[src/rtl/psram_argmax.sv]
// psram_argmax: reads NUM_CLASSES packed 8-bit probabilities from PSRAM one
// 32-bit word at a time, scans them one byte per cycle and reports the index
// and value of the largest one, plus a threshold detection flag.
//
// Memory handshake: mem_start is held high for the whole REQ state and is a
// pure function of the state register. The controller completes the read by
// raising mem_done for one cycle, with mem_rdata valid in that cycle. The FSM
// leaves REQ on that same edge, so mem_start is low in the following cycle.
// A mem_done seen in any other state is ignored.
`timescale 1ns/1ps
module psram_argmax #(
  parameter int NUM_CLASSES = 10,
  parameter int PROB_BITS   = 8,
  parameter int ADDR_WIDTH  = 24,
  parameter int IDX_BITS    = 6
) (
  input  logic                  clk,
  input  logic                  rst,
  input  logic                  start,
  input  logic [ADDR_WIDTH-1:0] base_addr,
  input  logic [PROB_BITS-1:0]  threshold,
  output logic [ADDR_WIDTH-1:0] mem_addr,
  output logic [2:0]            mem_size,
  output logic                  mem_start,
  input  logic                  mem_done,
  input  logic [31:0]           mem_rdata,
  output logic                  busy,
  output logic                  done,
  output logic [IDX_BITS-1:0]   class_idx,
  output logic [PROB_BITS-1:0]  class_prob,
  output logic                  detected,
  output logic [1:0]            dbg_state
);

  localparam logic [1:0] S_IDLE   = 2'd0;
  localparam logic [1:0] S_REQ    = 2'd1;
  localparam logic [1:0] S_SCAN   = 2'd2;
  localparam logic [1:0] S_FINISH = 2'd3;

  // The class counter doubles as word counter (upper bits) and byte counter (low 2 bits).
  localparam int         CNT_W    = 7;
  localparam logic [CNT_W-1:0] LAST_CLS = CNT_W'(NUM_CLASSES - 1);

  logic [1:0]            state_q,      state_d;
  logic [ADDR_WIDTH-1:0] mem_addr_q,   mem_addr_d;
  logic [PROB_BITS-1:0]  thr_q,        thr_d;
  logic [31:0]           buf_q,        buf_d;
  logic [CNT_W-1:0]      cls_q,        cls_d;
  logic [PROB_BITS-1:0]  max_val_q,    max_val_d;
  logic [CNT_W-1:0]      max_idx_q,    max_idx_d;
  logic [IDX_BITS-1:0]   class_idx_q,  class_idx_d;
  logic [PROB_BITS-1:0]  class_prob_q, class_prob_d;
  logic                  detected_q,   detected_d;
  logic                  done_q,       done_d;

  logic [PROB_BITS-1:0]  cur_byte;
  logic [PROB_BITS-1:0]  new_val;
  logic [CNT_W-1:0]      new_idx;

  // Next-state logic: start acceptance, word fetch, byte-serial compare, result capture.
  always_comb begin
    state_d      = state_q;
    mem_addr_d   = mem_addr_q;
    thr_d        = thr_q;
    buf_d        = buf_q;
    cls_d        = cls_q;
    max_val_d    = max_val_q;
    max_idx_d    = max_idx_q;
    class_idx_d  = class_idx_q;
    class_prob_d = class_prob_q;
    detected_d   = detected_q;
    done_d       = 1'b0;
    cur_byte     = buf_q[{cls_q[1:0], 3'b000} +: PROB_BITS];
    new_val      = max_val_q;
    new_idx      = max_idx_q;
    case (state_q)
      S_IDLE: begin
        if (start) begin
          mem_addr_d = base_addr;
          thr_d      = threshold;
          max_val_d  = '0;
          max_idx_d  = '0;
          cls_d      = '0;
          state_d    = S_REQ;
        end
      end
      S_REQ: begin
        if (mem_done) begin
          buf_d   = mem_rdata;
          state_d = S_SCAN;
        end
      end
      S_SCAN: begin
        // Strict compare: ties keep the earlier (lower) class index.
        if (cur_byte > max_val_q) begin
          new_val = cur_byte;
          new_idx = cls_q;
        end
        max_val_d = new_val;
        max_idx_d = new_idx;
        if (cls_q == LAST_CLS) begin
          // Results are registered on entry so they are valid during the done cycle.
          class_idx_d  = IDX_BITS'(new_idx);
          class_prob_d = new_val;
          detected_d   = (new_val >= thr_q);
          done_d       = 1'b1;
          state_d      = S_FINISH;
        end else begin
          cls_d = cls_q + CNT_W'(1);
          if (cls_q[1:0] == 2'd3) begin
            mem_addr_d = mem_addr_q + ADDR_WIDTH'(4);
            state_d    = S_REQ;
          end
        end
      end
      default: begin
        state_d = S_IDLE;
      end
    endcase
  end

  // State and datapath registers; synchronous reset overrides everything.
  always_ff @(posedge clk) begin
    if (rst) begin
      state_q      <= S_IDLE;
      mem_addr_q   <= '0;
      thr_q        <= '0;
      buf_q        <= '0;
      cls_q        <= '0;
      max_val_q    <= '0;
      max_idx_q    <= '0;
      class_idx_q  <= '0;
      class_prob_q <= '0;
      detected_q   <= 1'b0;
      done_q       <= 1'b0;
    end else begin
      state_q      <= state_d;
      mem_addr_q   <= mem_addr_d;
      thr_q        <= thr_d;
      buf_q        <= buf_d;
      cls_q        <= cls_d;
      max_val_q    <= max_val_d;
      max_idx_q    <= max_idx_d;
      class_idx_q  <= class_idx_d;
      class_prob_q <= class_prob_d;
      detected_q   <= detected_d;
      done_q       <= done_d;
    end
  end

  assign mem_addr   = mem_addr_q;
  assign mem_size   = 3'd4;
  assign mem_start  = (state_q == S_REQ);
  assign busy       = (state_q != S_IDLE);
  assign done       = done_q;
  assign class_idx  = class_idx_q;
  assign class_prob = class_prob_q;
  assign detected   = detected_q;
  assign dbg_state  = state_q;

endmodule
[config.mk]
export PLATFORM = sky130hd
export DESIGN_NAME = psram_argmax
export DESIGN_NICKNAME = d
export VERILOG_FILES = /design/src/rtl/psram_argmax.sv
export SDC_FILE = /design/constraint.sdc
export NUM_CORES = 1
export LEC_CHECK = 0
export BUFFER_PORTS_ARGS = -buffer_cell sky130_fd_sc_hd__clkbuf_2
export CORE_AREA = 8 8 144 146
export CTS_CLUSTER_SIZE = 40
export DETAILED_ROUTE_END_ITERATION = 10
export DIE_AREA = 0 0 152 154
export HOLD_SLACK_MARGIN = 0.08
export PLACE_DENSITY = 0.53
export SLEW_MARGIN = 10
export SYNTH_ARGS = -nofsm -noshare
export SYNTH_HDL_FRONTEND = slang
export SYNTH_SLANG_ARGS = --single-unit
[constraint.sdc]
create_clock -name clk -period 11.9 [get_ports clk]
set_input_delay 1.785 -clock clk [delete_from_list [all_inputs] [get_ports clk]]
set_output_delay 1.785 -clock clk [all_outputs]
set_load 0.01 [all_outputs]
[Yosys cells after proc, flatten, opt, wreduce, memory -nomap -nowiden]
Cells that the tools add are included.
Word-level totals
  register bits: 103
  input bits: 68
  output and inout port bits: 47
Cells by class
  bitwise gates (word level): 1
  multiplexer cells: 19
  equal/unequal tests: 9
  $add $sub $neg: 2
  reduce and logical (&&, ||, !) cells: 11
  $lt $le $gt $ge: 2
  shift-type cells: 1
Operators by type and width (count)
  24-bit two-way mux: 3
  24-bit case mux with 2 select lines: 1
  32-bit by 6-bit variable part select with 8-bit output: 1
  24-bit by 3-bit adder with 24-bit output, second input constant: 1
  8-bit two-way mux: 3
  8-bit case mux with 2 select lines: 1
  7-bit two-way mux: 2
  7-bit case mux with 2 select lines: 1
  6-bit case mux with 2 select lines: 1
  8-bit >= comparator: 1
  8-bit greater-than comparator: 1
  2-bit two-way mux: 4
  2-bit AND reduction: 4
  7-bit by 1-bit adder with 7-bit output, second input constant: 1
  7-bit by 4-bit equality test with 1-bit output, second input constant: 1
  6-bit two-way mux: 1
  2-bit != test, second input constant: 3
  2-bit case mux with 3 select lines: 1
  3-bit AND reduction: 2
  2-bit equality test, second input constant: 2
  4-bit AND reduction: 1
  2-bit nonzero test: 2
  3-bit != test, second input constant: 1
  2-bit by 1-bit equality test with 1-bit output, second input constant: 1
  other kinds (5): 5

[Logic depth before layout (Yosys ltp)]
  depth in word-level cells: 5
  mapped depth: 16
  gate-level depth less buffers: 14

[Least setup slack after synthesis]
Ideal clock, no wire load.
  kind: flip-flop to flip-flop
  start: reg cls_q[0]
  end: reg detected_q (netlist: detected)
  clock period less this slack: 3768 ps
  setup slack: 8132 ps
  data arrival time: 3677 ps
  path buffers: 2
  cell stages (with the launch flop): 16
  cells stage by stage: dfxtp_1 > buf_2 > mux4_2 > ha_1 > a211oi_1 > nor2_2 > and4bb_2 > buf_2 > o21ai_0 > and2_1 > ha_1 > nand2b_1 > a21o_1 > a211oi_1 > or3_1 > a311oi_1
Between the ends
  word-level cells in the longest chain between the ends: 5
Ends and longest elaborated chain
  start: declaration: line 48  | logic [CNT_W-1:0] cls_q, cls_d;
  start signal: assignment: line 141  | cls_q <= cls_d;
  32-bit by 6-bit variable part select with 8-bit output: line 73  | cur_byte = buf_q[{cls_q[1:0], 3'b000} +: PROB_BITS];
  8-bit greater-than comparator: line 95  | if (cur_byte > max_val_q) begin
  8-bit two-way mux: line 95
  8-bit two-way mux: line 76  | case (state_q)
  8-bit >= comparator: line 105  | detected_d = (new_val >= thr_q);
  end signal: assignment: line 146  | detected_q <= detected_d;
  end: declaration: line 53  | logic detected_q, detected_d;
Several ways; a longest one is shown, not always the timed one. The select of a mux whose other input is x is not followed.
A chain may end at the register's enable or synchronous reset.

[Worst setup path after layout]
Ends and elaborated chain as after synthesis.

==> impl_metrics.csv <==
group,metric,value,unit
worst_hold_path,hold_path.startpoint,"class_idx[4]$_SDFFE_PP0P_",
sta,setup_tns,0,ns
global_routing,antenna_found_initial,0,
power_and_ir_drop,ir_drop,0.0000659,V
drt,drt-initial-drc-count,352,
worst_setup_path,critical_path_class,"reg2reg",
worst_setup_path,worstSetupStartpointType,"flip-flop",
global_routing,use_met2,20.0,%
sta,fmax,237,MHz
worst_setup_path,worst-path-stages,13,
placed_design,gp_congestion,0.781,
clock_network,ctsResizeCount,0,
placed_design,place_area,6100,µm²
floorplanning,ios,115,
cells_and_area,area.growth.synth_to_final,17.1,%
placed_design,dp_hpwl,11100,µm
drt,finalWirelength,15600,µm
floorplanning,core_region_area,18500,µm²
logic_synthesis,synthTopCellsByArea,"dfxtp_1 38%, nand2_1 8.2%, a21oi_1 6.5%, ha_1 4.4%, mux2i_1 3.3%",
logic_synthesis,synth_area,5450,µm²
sta,period_share,35.5,%
logic_synthesis,synth_edf_count,0,
worst_setup_path,reg2reg_slack,7.68,ns
clock_network,cts_inserted_buffers,9,
logic_synthesis,muxShareOfSynthArea,6.82,%
global_routing,grt_use_met3,2.33,%
floorplanning,die_area,23400,µm²
drt,drc,0,
cells_and_area,layout_commonest_cell,"nand2_1",
run_status,status,"finished, final reports clean",
worst_setup_path,slowest_delay,0.81,ns
floorplanning,row_count,50,
cells_and_area,final_area,6390,µm²
sta,finalSetupViolCount,0,
logic_synthesis,ys_types,71,
sta,max-slew-margin-rel,29.0,%
floorplanning,die_h,154,µm
clock_network,htree_levels,3,
worst_setup_path,arrival,4.50,ns
logic_synthesis,ys_ff_latch,103,
logic_synthesis,yosysTopAreaCellShare,37.8,%
global_routing,grt_max_degree,88,
power_and_ir_drop,leakagePower,2.39,nW
drt,ant_nets,0,
drt,viasPerCell,4.94,
cells_and_area,nNetsFinal,821,
floorplanning,initial_utilization,29.5,%
sta,finalHoldViolCount,0,
global_routing,grt.met1_usage,18.9,%
power_and_ir_drop,power,0.784,mW
logic_synthesis,yosysTopAreaCell,"dfxtp_1",
global_routing,grt_usage,13.5,%
logic_synthesis,ys_seq_area_share,37.8,%
worst_setup_path,cp_max_fo,15,
cells_and_area,stdcell_count,973,
global_routing,overflow,0,
worst_setup_path,worstPathCellList,"mux4_2 > ha_1 > a211oi_1 > nor2_2 > o31ai_4 > o21ai_0 > and2_1 > ha_1 > nand2b_1 > a21o_1 > a211oi_1 > or3_1 > a311oi_1",
clock_network,clkTransAtPathRegs,0.08,ns
drt,wire_per_inst,16.0,µm
logic_synthesis,yosys.area_share.simple,25.9,%
logic_synthesis,syn_avg_cell_area,8.28,µm²
clock_network,clockBufferDepth,2,
global_routing,grt_pass1_vias,4785,
clock_network,cts_root_buf,"clkbuf_16",
clock_network,clk_latency,0.36,ns
sta,tightest_slew,1.06,ns
clock_network,clkSinkCount,103,
worst_setup_path,crit_buf_inv,0,
placed_design,dp_cells,957,
worst_hold_path,holdPathEnd,"class_idx[4]$_SDFFE_PP0P_",
sta,rsz0062_at_grt,"no",
global_routing,grt_pass1_wl,25800,µm
global_routing,grt-busiest-layer,"met2",
worst_setup_path,cp-end-kind,"flip-flop",
logic_synthesis,synthAdderAreaFrac,4.36,%
drt,first_pass_iters,4,
worst_hold_path,hold_depth,2,
logic_synthesis,yosysWarnings,0,
sta,finClkSkew,0.00960,ns
logic_synthesis,synth_xor_area_share,0.803,%
sta,maxSlewViolCount,0,
logic_synthesis,async_flop_share,0,%
power_and_ir_drop,power.density,123,nW/µm²
sta,holdWs,0.456,ns
worst_setup_path,crit_required,12.17,ns
floorplanning,die_x,152,µm
clock_network,hold_buffers,0,
sta,post-route-min-period,4.22,ns
run,drv_cap,0,
logic_synthesis,synth_compound_area_share,18.3,%
logic_synthesis,synth_top_family_by_area,"simple AND/OR/NAND/NOR gates",
clock_network,post-cts-setup-buffers,0,
worst_setup_path,path_delay_family,"compound AO/OA/AOI/OAI gates",
cells_and_area,layout-drive-gt1-share,23.0,%
worst_setup_path,cp_slowest_cell,"dfxtp_1",
worst_setup_path,reg2reg_to,"detected$_SDFFE_PP0P_",
cells_and_area,antennaDiodeCount,0,
placed_design,port_buffers,111,
clock_network,cts_tree,"built",
worst_setup_path,r2r_start,"cls_q[0]$_SDFFE_PP0P_",
worst_setup_path,r2r_cells,13,
logic_synthesis,synth_cells,658,
cells_and_area,mostFrequentLayoutCells,"119 x nand2_1, 110 x clkbuf_2, 103 x dfxtp_1",
drt,dr_total_vias,4811,
worst_hold_path,hp-class,"reg2reg",
logic_synthesis,ys.flop_type,"dfxtp_1",
## cells by family (layout without fill, tap and decap cells)
family | after synthesis | after routing
compound gates | 156 | 156
simple gates | 275 | 275
flops | 103 | 103
other cells | 2 | 3
fa+ha+maj | 19 | 19
buf+inv | 71 | 151
xor+xnor | 5 | 5
mux | 27 | 27
## through the flow
| step | utilization [%] | worst slack, ns |
|---|---|---|
| 2_1_floorplan | - | 8.13 |
| 3_3_place_gp | 33.0 | 7.76 |
| 3_5_place_dp | 33.0 | 7.66 |
| 4_1_cts | 34.6 | 7.64 |
| 5_1_grt | 34.6 | 7.23 |
| 6_report | 34.6 | 7.68 |
## routing by layer
metal	vias up	share of wire, %
li1	2465	-
met1	2250	52
met2	85	44
met3	11	2.8
met4	0	1.3
met5	-	0
## state kept, by name, summed over array words and instances (netlist names)
name / count
done: 1
max_idx_q: 6
cls_q: 7
detected: 1
mem_addr: 24
max_val_q: 8
class_idx: 6
buf_q: 32
dbg_state: 2
thr_q: 8
class_prob: 8
## tightest hold or removal path, delay by kind of cell (launching register included)
family             cells  cell delay [ns]
AOI/OAI and AO/OA      1             0.05
and+or+nand+nor        1             0.05
DFF                    1             0.31
## worst max path at each step
stage	startpoint	endpoint	slack, ns
finish	cls_q[0]$_SDFFE_PP0P_	detected$_SDFFE_PP0P_	7.68
global route	cls_q[0]$_SDFFE_PP0P_	detected$_SDFFE_PP0P_	7.23
CTS	cls_q[0]$_SDFFE_PP0P_	detected$_SDFFE_PP0P_	7.64
detailed placement	cls_q[0]$_SDFFE_PP0P_	detected$_SDFFE_PP0P_	7.66
global placement	cls_q[0]$_SDFFE_PP0P_	detected$_SDFFE_PP0P_	7.76
floorplan	cls_q[0]$_SDFFE_PP0P_	detected$_SDFFE_PP0P_	8.13
## Yosys cell counts (5+ instances only)
cell,n
mux4_2,8
nand3b_1,7
o21ai_0,28
nand4_1,6
dfxtp_1,103
buf_4,8
mux2i_1,18
a211oi_1,5
inv_1,22
nand2_1,119
nor2_1,39
a21oi_1,71
clkbuf_1,30
a21o_1,6
a31oi_1,5
or3_1,10
ha_1,19
nor3_1,13
a311oi_1,12
buf_2,6
nand3_1,22
nand2b_1,16
## cell type report
class | count | area [µm²]
Tap cell | 234 | 293
Clock inverter | 7 | 65.1
Sequential cell | 103 | 2060
Inverter | 22 | 82.6
Clock buffer | 9 | 225
Fill cell | 1962 | 12100
Timing Repair Buffer | 113 | 573
Multi-Input combinational cell | 485 | 3090
## power breakdown
group | internal [mW] | switching, mW
clock | 0.149 | 0.153
sequential | 0.358 | 0.0158
combinational | 0.0429 | 0.0653
No activity file was read; power rests on OpenSTA's default activity.
